File: src/rtl/lfsr_window_gen.sv
// Fibonacci LFSR serial bit source with a per-window boundary tick.
// A small IDLE/RUN/DONE controller handles start, halt, seed load and finite runs.
module lfsr_window_gen #(
    parameter int                LFSR_W      = 15,
    parameter logic [LFSR_W-1:0] TAPS        = 15'h6000,
    parameter logic [LFSR_W-1:0] SEED        = 15'h0001,
    parameter int                WINDOW_LEN  = 1000,
    parameter int                CNT_W       = 10,
    parameter int                NUM_WINDOWS = 0
) (
    input  logic              clk,
    input  logic              rst,
    input  logic              start,
    input  logic              halt,
    input  logic              seed_load,
    input  logic [LFSR_W-1:0] seed_in,
    output logic              lfsr_output,
    output logic              bit_valid,
    output logic              max_tick_reg,
    output logic [15:0]       window_idx,
    output logic              busy,
    output logic              done
);

    typedef enum logic [1:0] {
        IDLE = 2'd0,
        RUN  = 2'd1,
        DONE = 2'd2
    } state_t;

    localparam logic [CNT_W-1:0] CNT_LAST    = CNT_W'(WINDOW_LEN - 1);
    localparam logic [15:0]      WINDOWS_END = 16'(NUM_WINDOWS);

    state_t              state_reg, state_next;
    logic [LFSR_W-1:0]   lfsr_reg, lfsr_next;
    logic [CNT_W-1:0]    bit_cnt_reg, bit_cnt_next;
    logic [15:0]         window_idx_reg, window_idx_next;
    logic                max_tick_next;

    logic [LFSR_W-1:0]   tap_bits;
    logic                feedback;
    logic                boundary;
    logic                last_window;
    logic [LFSR_W-1:0]   seed_value;

    generate
        for (genvar gi = 0; gi < LFSR_W; gi++) begin : g_taps
            assign tap_bits[gi] = lfsr_reg[gi] & TAPS[gi];
        end
    endgenerate

    assign feedback    = ^tap_bits;
    assign boundary    = (bit_cnt_reg == CNT_LAST);
    assign last_window = (NUM_WINDOWS != 0) && ((window_idx_reg + 16'd1) == WINDOWS_END);
    // A zero seed would lock the LFSR, so it falls back to the default seed.
    assign seed_value  = (seed_in == '0) ? SEED : seed_in;

    always_ff @(posedge clk or posedge rst) begin
        if (rst) begin
            state_reg      <= IDLE;
            lfsr_reg       <= SEED;
            bit_cnt_reg    <= '0;
            window_idx_reg <= '0;
            max_tick_reg   <= 1'b0;
        end else begin
            state_reg      <= state_next;
            lfsr_reg       <= lfsr_next;
            bit_cnt_reg    <= bit_cnt_next;
            window_idx_reg <= window_idx_next;
            max_tick_reg   <= max_tick_next;
        end
    end

    always_comb begin
        state_next = state_reg;
        case (state_reg)
            IDLE, DONE: begin
                if (!seed_load && start) begin
                    state_next = RUN;
                end
            end
            RUN: begin
                if (halt) begin
                    state_next = IDLE;
                end else if (boundary && last_window) begin
                    state_next = DONE;
                end
            end
            default: state_next = IDLE;
        endcase
    end

    always_comb begin
        lfsr_next       = lfsr_reg;
        bit_cnt_next    = bit_cnt_reg;
        window_idx_next = window_idx_reg;
        max_tick_next   = 1'b0;
        case (state_reg)
            IDLE, DONE: begin
                if (seed_load) begin
                    lfsr_next = seed_value;
                end else if (start) begin
                    bit_cnt_next    = '0;
                    window_idx_next = '0;
                end
            end
            RUN: begin
                // Halt wins over a coincident boundary: no tick, index untouched.
                if (!halt) begin
                    if (!(boundary && last_window)) begin
                        lfsr_next = {lfsr_reg[LFSR_W-2:0], feedback};
                    end
                    if (boundary) begin
                        bit_cnt_next    = '0;
                        window_idx_next = window_idx_reg + 16'd1;
                        max_tick_next   = 1'b1;
                    end else begin
                        bit_cnt_next = bit_cnt_reg + 1'b1;
                    end
                end
            end
            default: ;
        endcase
    end

    always_comb begin
        lfsr_output = lfsr_reg[LFSR_W-1];
        bit_valid   = (state_reg == RUN);
        busy        = (state_reg == RUN);
        done        = (state_reg == DONE);
        window_idx  = window_idx_reg;
    end

endmodule

File: config.mk
export PLATFORM = sky130hd
export DESIGN_NAME = lfsr_window_gen
export DESIGN_NICKNAME = d
export VERILOG_FILES = /design/src/rtl/lfsr_window_gen.sv
export SDC_FILE = /design/constraint.sdc
export NUM_CORES = 1
export LEC_CHECK = 0
export CAP_MARGIN = 10
export CORE_MARGIN = 2
export CORE_UTILIZATION = 51
export DETAILED_ROUTE_END_ITERATION = 8
export PLACE_DENSITY = 0.74
export SETUP_SLACK_MARGIN = 0.5
export SYNTH_ARGS = -nofsm -noshare
export SYNTH_HDL_FRONTEND = slang
export SYNTH_SLANG_ARGS = --single-unit
File: constraint.sdc
create_clock -name clk -period 4 [get_ports clk]
set_input_delay 1 -clock clk [delete_from_list [all_inputs] [get_ports clk]]
set_output_delay 1 -clock clk [all_outputs]
set_load 0.02 [all_outputs]
==> run_results.csv <==
group,metric,value,unit
status,status,"completed",
setup_path,crit_path_max_incr_delay,570,ps
clock_tree,clock-root-buffer,"clkbuf_8",
synth,synth.avg_cell_area,9.22,sq um
global_routing,antenna_found_initial,0,
cells_and_area,area_growth,21.9,%
route,drtIter0Drc,165,
pwr,ir_drop,223,uV
sta,hold_violations,0,
clock_tree,cts_tree,"built",
die,dieWidth,72.0,um
setup_path,required,4170,ps
sta,tns,0,ps
setup_path,critical_path_arrival,2910,ps
hold_path,holdPathStages,1,
synth,yosys.area.top_type_share,44.5,%
synth,syn_area,2360,sq um
clock_tree,path_clk_slew,90,ps
sta,slew_headroom,52.0,%
route,postRouteAntennaNets,0,
synth,ys_types,51,
synth,yosysSeqAreaShare,45.7,%
cells_and_area,largest_reg_flops,16,
cells_and_area,nets,313,
cells_and_area,fillers,381,
sta,rsz0062_at_grt,"no",
synth,synth-seq-cells,43,
pwr,p_per_area,366,nW/um^2
clock_tree,cts_made_buffers,5,
sta,min_period,2740,ps
clock_tree,post_cts_buffers,0,
setup_path,crit_chain,"clkdlybuf4s50_1 > nand4b_1 > or4_4 > nand2_1 > a31oi_1",
route,via_count,2087,
placed_design,io_buffers,39,
global_routing,grt.overflow.total,0,
job,maxCapViolations,0,
setup_path,critPathSlowestCell,"or4_4",
sta,worst_clock_skew,7.70,ps
route,routedWlPerCell,15.9,um
cells_and_area,fin_util,65.2,%
clock_tree,cts_max_path_buffers,2,
global_routing,grt_util_all_layers,23.7,%
die,ios,41,
cells_and_area,final_layout_size_suffix_gt1_share,7.88,%
global_routing,grt_pass1_vias,2030,
sta,slew_violations,0,
route,drc,0,
cells_and_area,layout.cells.non_filler,344,
sta,finalSetupViolCount,0,
sta,worst_pin_slew,719,ps
sta,finalCritPeriodShare,68.5,%
setup_path,critical_path_class,"in2reg",
setup_path,end_kind,"flop",
pwr,leakagePower,1.19,nW
route,wl,5450,um
setup_path,ff2ff_setup_slack,1830,ps
die,std_cell_rows,24,
placed_design,gp_congestion,0.793,
sta,finalWorstSetupSlack,1260,ps
sta,fmax,365,MHz
die,start_util,53.5,%
placed_design,pre_cts_ws,948,ps
setup_path,critPathLaunchType,"primary input",
setup_path,reg2regPathDepth,5,
hold_path,hold_path_class,"reg2reg",
synth,synth.area.top_cells,"dfrtp_1, a21oi_1, nand3_1, nor2_1, o21ai_0",
die,fp.dieArea,5190,sq um
die,die_height,72.0,um
sta,holdWs,480,ps
clock_tree,cts_max_level,2,
clock_tree,cts_resized,0,
synth,ys.flop_type,"dfrtp_1",
global_routing,grt_max_degree,31,
placed_design,dp.cells,336,
clock_tree,clock_latency,300,ps
clock_tree,cts.sinks,43,
route,vias_per_cell,6.07,
cells_and_area,num_antenna_cells,0,
synth,ys_async_sr_fraction,100,%
route,drtPass1Iterations,4,
synth,yosysWarnings,0,
synth,syn_inst,256,
synth,yosysTopAreaCell,"dfrtp_1",
clock_tree,cts_hold_buf,0,
synth,synth_enable_flop_cells,0,
synth,synth_nets,278,
die,coreArea,4410,sq um
global_routing,grt_pass1_wl,9540,um
setup_path,path_max_fanout,17,
placed_design,hpwl,3800,um
## cells in the final DEF, fill, tap and decap left out, types with 2 or more instances in the layout
cell / count
a211oi_1: 4
xnor2_1: 2
o22ai_1: 2
a21o_1: 3
clkbuf_8: 6
nand4b_1: 2
o2111ai_1: 3
ha_1: 2
or4_1: 2
or3_1: 5
nor4_1: 5
and4_1: 2
nor3_1: 2
nor2b_1: 4
clkdlybuf4s50_1: 39
xor2_1: 6
nor2_1: 21
o211ai_1: 5
buf_4: 6
inv_1: 6
or2_2: 2
nand2b_1: 11
a31oi_1: 4
mux2i_1: 4
nand2_1: 18
a211o_1: 2
a21oi_1: 21
dfrtp_1: 42
nand3_1: 16
o21ai_0: 15
and3_1: 4
nand4_1: 7
## kinds of logic (layout without fill, tap and decap cells)
family	count (synthesis)	count (layout)	synth area share, %
flip-flops	43	43	45.7
AND/OR/NAND/NOR	109	109	25.6
multiplexers	4	4	1.70
other	1	1	0.159
buffers and inverters	24	60	5.62
AO/OA/AOI/OAI	65	65	17.2
XOR/XNOR	8	8	2.97
adder cells (fa/ha/maj)	2	2	1.06
## cells in the mapped netlist (5+ instances only)
cell type	number
xor2_1	6
nand2b_1	11
dfrtp_1	42
o21ai_0	15
nand3_1	16
nand4_1	7
nor2_1	21
o211ai_1	5
inv_1	6
clkbuf_1	8
a21oi_1	21
nor4_1	5
or3_1	5
nand2_1	18
buf_2	5
## layout make-up
type | count | area, sq um | share of cell area, %
clock buffers | 6 | 82.6 | 2.87
clock inverters | 2 | 35.0 | 1.22
inverters | 7 | 31.3 | 1.09
multi-input cells | 189 | 1150 | 40.0
flip-flops and latches | 43 | 1080 | 37.5
well taps | 52 | 65.1 | 2.26
repair buffers | 45 | 435 | 15.1
## metrics by stage
step / power (mW) / instance area, sq um
floorplan: 0.633 / 2360
global placement: 0.703 / 2760
detailed placement: 0.706 / 2760
CTS: 1.06 / 2880
global route: 1.11 / 2880
finish: 1.05 / 2880
## metal layers
| metal | up-vias | share of wire [%] | GRT usage (%) |
|---|---|---|---|
| met5 | - | 0 | 0 |
| met3 | 7 | 5.5 | 5.56 |
| met1 | 1011 | 43 | 30.2 |
| li1 | 998 | - | - |
| met4 | 0 | 1.1 | 6.50 |
| met2 | 71 | 50 | 40.5 |
## critical path, delay by kind of cell
kind / cells / cell delay (ps)
buffers and inverters: 1 / 540
AND/OR/NAND/NOR: 3 / 1210
AO/OA/AOI/OAI: 1 / 150
## report_power, final
part | internal [mW] | switching [mW]
combinational | 0.0821 | 0.0957
sequential | 0.482 | 0.0372
clock | 0.202 | 0.155
total | 0.766 | 0.288
## worst paths after layout
kind / startpoint / to
min reg2reg: window_idx[15] / window_idx[15]
min in group asynchronous: rst / lfsr_reg[5]
max reg2reg: bit_cnt_reg[0] / window_idx[6]
min: window_idx[15] / window_idx[15]
max in group asynchronous: rst / window_idx[2]
max: halt / window_idx[6]
Power figures use the tool's default switching activity.
==> patch 1, RTL diff (config.mk and constraints unchanged) <==
`WINDOW_LEN`: 1000 -> 500.
--- a/src/rtl/lfsr_window_gen.sv
+++ b/src/rtl/lfsr_window_gen.sv
@@ -4,7 +4,7 @@
     parameter int                LFSR_W      = 15,
     parameter logic [LFSR_W-1:0] TAPS        = 15'h6000,
     parameter logic [LFSR_W-1:0] SEED        = 15'h0001,
-    parameter int                WINDOW_LEN  = 1000,
+    parameter int                WINDOW_LEN  = 500,
     parameter int                CNT_W       = 10,
     parameter int                NUM_WINDOWS = 0
 ) (
Behaviour: same outputs for any inputs over 10 cycles, from zero or initial values and one cycle with rst high; that may be too few to reach the edited logic, so the function may still have changed.
==> patch 1 against the original RTL <==
  * Count of clock-buffer cells in the layout grew 1
  * Sequential cell count is the same
  * Total power shrank 2.7%
  * Wire length grew 4.1%
  * Non-clock buffer count shrank 2
  * Worst setup slack lost 0.38 ns
  * Clock skew is essentially flat
  * Global-route usage shrank 0.90 points
  * Sequential share of layout area shrank 0.27 points
  * Synthesized area grew 3.4%
  * Final cell count grew 1.2%
  * Design area grew 0.74%
  * Hold slack gained 0.029 ns
  * Critical endpoint is now window_idx[7]
  * Largest cell class unchanged
  * Highest routed layer unchanged
==> patch 1: results (changes against the original RTL) <==
| Metric | Value |
|---|---|
| Crit Path Max Fanout | `19 (+2)` |
| Non-clk buf share | `14.5% (-0.63 points)` |
| Status | `completed` |
| Multi-input gates | `194 (+2.6%)` |
| Post-Synth Adder-Cell Area | `1.03% (-0.035 points)` |
| Post-Route WL | `5680 um (+4.1%)` |
| Antenna cells | `0 (unchanged)` |
| ClkCell Share | `2.81% (-1.3 points)` |
| Avg Cell Area, Syn | `9.42 um^2 (+2.2%)` |
| Worst Tran Pin Value | `0.896 ns (+0.177 ns)` |
| Slowest stage delay, CP | `0.60 ns (+0.03 ns)` |
| CTS resizes | `0 (unchanged)` |
| Hold slack | `0.509 ns (+0.0287 ns)` |
| Slowest CP cell | `or4_4` |
| Nets@finish | `315 (+0.64%)` |
| Reg2reg start | `state_reg[0]` |
| Setup Skew | `0.00779 ns (+0.0000905 ns)` |
| Multi-input combinational area share | `42.4% (+2.4 points)` |
| Nonclk inv count | `6 (-1)` |
| PortBufs | `39 (unchanged)` |
| Leakage | `0.00118 uW (-0.63%)` |
| Clkbuf count | `7 (+1)` |
| Unique masters post-synth | `54 (+5.9%)` |
| Non-CTS buffers | `43 (-4.4%)` |
| Slew margin rel. | `40.3% (-12 points)` |
| Initial DRC Count | `144 (-13%)` |
| DP HPWL | `3930 um (+3.3%)` |
| Share of cells above drive strength 1 | `6.80% (-1.1 points)` |
| Mapped Nets | `281 (+1.1%)` |
| Routability Congestion | `0.815 (+2.7%)` |
| Worst R2R Setup Slack | `1.20 ns (-0.63 ns)` |
| Multi-input gate area | `0.00123 mm^2 (+6.9%)` |
| Global-route wire length before repair | `9360 um (-1.9%)` |
| GRT Util Overall | `22.8% (-0.90 points)` |
| Synth Area in XOR/XNOR | `2.87% (-0.097 points)` |
| Via count | `2157 (+3.4%)` |
| Reg-to-reg endpoint | `window_idx[7]` |
| # fillers | `414 (+8.7%)` |
| Max IR drop VDD | `0.000221 V (-0.69%)` |
| Inst Count DP | `340 (+1.2%)` |
| Hold-critical path depth | `2 (+1)` |
| Post-Place Cell Area | `0.00282 mm^2 (+2.1%)` |
| Longest Clk Path Bufs | `2 (unchanged)` |
| Mux contribution to synthesized area | `3.28% (+1.6 points)` |
| Ranking of synthesized cells by area | `dfrtp_1, o21ai_0, a21oi_1` |
| Pin count of the biggest net entering global routing | `44 (+42%)` |
| Post-synthesis compound-gate area fraction | `16.2% (-1.1 points)` |
patch 1: power by group:
part / switching [uW] / internal [uW] / total (uW)
Sequential: 64.7 / 489 / 554
Combinational: 104 / 101 / 205
Clock: 145 / 123 / 267
Total: 313 / 713 / 1030
patch 1: how the worst max path moves through the flow:
stage / startpoint / to / slack (ns) / cells after the start
3_5_place_dp: halt / window_idx[7] / 0.54 / 5
5_1_grt: halt / window_idx[7] / 0.76 / 5
6_report: halt / window_idx[7] / 0.88 / 5
2_1_floorplan: halt / window_idx[10] / 1.31 / 7
4_1_cts: halt / window_idx[4] / 0.86 / 5
3_3_place_gp: halt / window_idx[8] / 0.59 / 5
patch 1: metal layers:
metal / vias to the layer above / part of all wire [%] / global-route usage (%)
met5: - / 0 / 0
met4: 0 / 1.5 / 8.64
met3: 8 / 4.9 / 4.56
met2: 65 / 49 / 37.0
met1: 1058 / 44 / 29.9
li1: 1026 / - / -
==> patch 2, RTL diff (config.mk and constraints unchanged) <==
Made on the original files. Reset style: synchronous (`rst`), changed in one clocked block.
--- a/src/rtl/lfsr_window_gen.sv
+++ b/src/rtl/lfsr_window_gen.sv
@@ -55,7 +55,7 @@
     // A zero seed would lock the LFSR, so it falls back to the default seed.
     assign seed_value  = (seed_in == '0) ? SEED : seed_in;
 
-    always_ff @(posedge clk or posedge rst) begin
+    always_ff @(posedge clk) begin
         if (rst) begin
             state_reg      <= IDLE;
             lfsr_reg       <= SEED;
Behaviour: differs if rst is asserted again (counterexample within 4 cycles, from zero or initial values and one cycle with rst high); with rst held inactive, the same outputs for 10 cycles.
==> patch 2 against the original RTL <==
  * Wire length rose by 4.9%
  * Total power decreased by 17%
  * Combinational power down 38%
  * Clock skew about the same
  * Fmax down 2.5%
  * Worst setup slack got worse by 0.071 ns
  * Design area increased by 0.70%
  * Non-clock buffer count unchanged
  * Synthesized area increased by 0.74%
  * Synthesized cell count is 6.6% higher
  * Clock power is 14% lower
  * Sequential cell count unchanged
  * Critical endpoint is now window_idx[10]
==> patch 2: results (changes against the original RTL) <==
| Metric | Value |
|---|---|
| Status | `completed` |
| Crit Path Max Fanout | `11 (-6)` |
| Antenna cells | `0 (unchanged)` |
| Top_reg_cell synth | `dfxtp_1` |
| GRT Util Overall | `23.3% (-0.32 points)` |
| Final setup fails | `0 (unchanged)` |
| Unique masters post-synth | `48 (-5.9%)` |
| Sequential share of the synthesized area | `36.2% (-9.4 points)` |
| Inst Count DP | `352 (+4.8%)` |
| Worst Tran Pin Value | `0.648 ns (-0.0706 ns)` |
| Max Clk Rate | `356 MHz (-2.5%)` |
| Commonest cells in the netlist | `dfxtp_1, nand2_1, a211oi_1, mux2i_1, nor2_1` |
| Post-Route WL | `5720 um (+4.9%)` |
| Nets@finish | `329 (+5.1%)` |
| Min-Delay Endpoint | `max_tick_reg` |
| Place WS | `0.888 ns (-0.0600 ns)` |
| Leakage | `0.000931 uW (-22%)` |
| R2R depth | `4 (-1)` |
| Routability Congestion | `0.844 (+6.5%)` |
| Reg2reg start | `state_reg[0]` |
| Number of global-route vias before repair | `2012 (-0.89%)` |
| Post-route ant nets | `0 (unchanged)` |
| Reg-to-reg endpoint | `window_idx[10]` |
| Ranking of synthesized cells by area | `dfxtp_1, mux2i_1, a211oi_1` |
| Setup Skew | `0.00744 ns (-0.000264 ns)` |
| Pin count of the biggest net entering global routing | `28 (-9.7%)` |
| CTS root buf | `clkbuf_8` |
| CTS HTree Levels | `2 (unchanged)` |
| Critical path arrival | `3.03 ns (+0.12 ns)` |
| Mean routed wirelength per cell | `15.9 um (+0.23%)` |
| Hold path start | `bit_cnt_reg[9]` |
| Share of cells above drive strength 1 | `7.79% (-0.085 points)` |
| PortBufs | `39 (unchanged)` |
| Share of synthesized flip-flops with an asynchronous set or reset | `0% (-100 points)` |
| Max IR drop VDD | `0.000195 V (-13%)` |
| Initial antenna violation count | `0 (unchanged)` |
| Hold-critical path depth | `2 (+1)` |
| DP HPWL | `3990 um (+4.9%)` |
| Worst R2R Setup Slack | `1.71 ns (-0.12 ns)` |
| Worst-path clk slew | `0.08 ns` |
| Number of flip-flops in the largest register | `16 (unchanged)` |
| Global-route wire length before repair | `9600 um (+0.58%)` |
| Via count | `2190 (+4.9%)` |
| Mapped Nets | `295 (+6.1%)` |
| Clk Latency, worst-skew pair | `0.30 ns (about the same)` |
| Initial DRC Count | `145 (-12%)` |
| Mapped Cells | `273 (+6.6%)` |
[patch 2: cells by family after synthesis]
kind of cell | Yosys count | synth area share [%]
and+or+nand+nor | 114 | 26.3
AOI/OAI and AO/OA | 61 | 19.8
DFF | 43 | 36.2
muxes | 23 | 9.68
buffers and inverters | 22 | 4.21
xor gates and xnor gates | 7 | 2.58
adders and majority gates | 2 | 1.05
other | 1 | 0.158
[patch 2: metal layers]
layer  wire (um)  vias up  GRT usage [%]
met5           0        -              0
met4          67        0           6.71
met3         277        6           5.14
met2        2560       54           36.9
met1        2810     1039           32.1
li1            -     1091              -
[patch 2: worst max path at each step]
stage / to / cells past startpoint
global route: window_idx[10] / 5
CTS: window_idx[10] / 5
global placement: window_idx[10] / 5
floorplan: window_idx[9] / 6
finish: window_idx[10] / 5
detailed placement: window_idx[10] / 5
[patch 2: cell type report]
cell class                 count  area, um^2
inverter                       4        15.0
clock inverter                 1        7.51
clock buffer                   7        96.3
timing repair buffer          45         435
tap                           52        65.1
fill                         364        1520
sequential                    43         861
multi-input combinational    208        1420
[patch 2: critical path: stages]
cell and delay [ns]:
clkdlybuf4s50_1 0.41, nand2b_1 0.28, or4_4 0.72, a2111oi_4 0.39
mux2i_1 0.22
[patch 2: where the power goes]
| part | switching [uW] | leakage [uW] | internal, uW | total [uW] |
|---|---|---|---|---|
| combinational | 57.1 | 0.000531 | 54.1 | 111 |
| sequential | 10.7 | 0.000350 | 442 | 452 |
| clock | 151 | 0.0000505 | 157 | 308 |
| total | 219 | 0.000931 | 653 | 872 |
[patch 2: per-stage QoR]
step / hold WS (ns) / util (%) / area [um^2] / power (uW)
2_1_floorplan: 0.440 / - / 2380 / 530
3_3_place_gp: 0.469 / 63.3 / 2790 / 572
3_5_place_dp: 0.473 / 63.3 / 2790 / 573
4_1_cts: 0.493 / 65.6 / 2900 / 883
5_1_grt: 0.517 / 65.6 / 2900 / 908
6_report: 0.487 / 65.6 / 2900 / 872
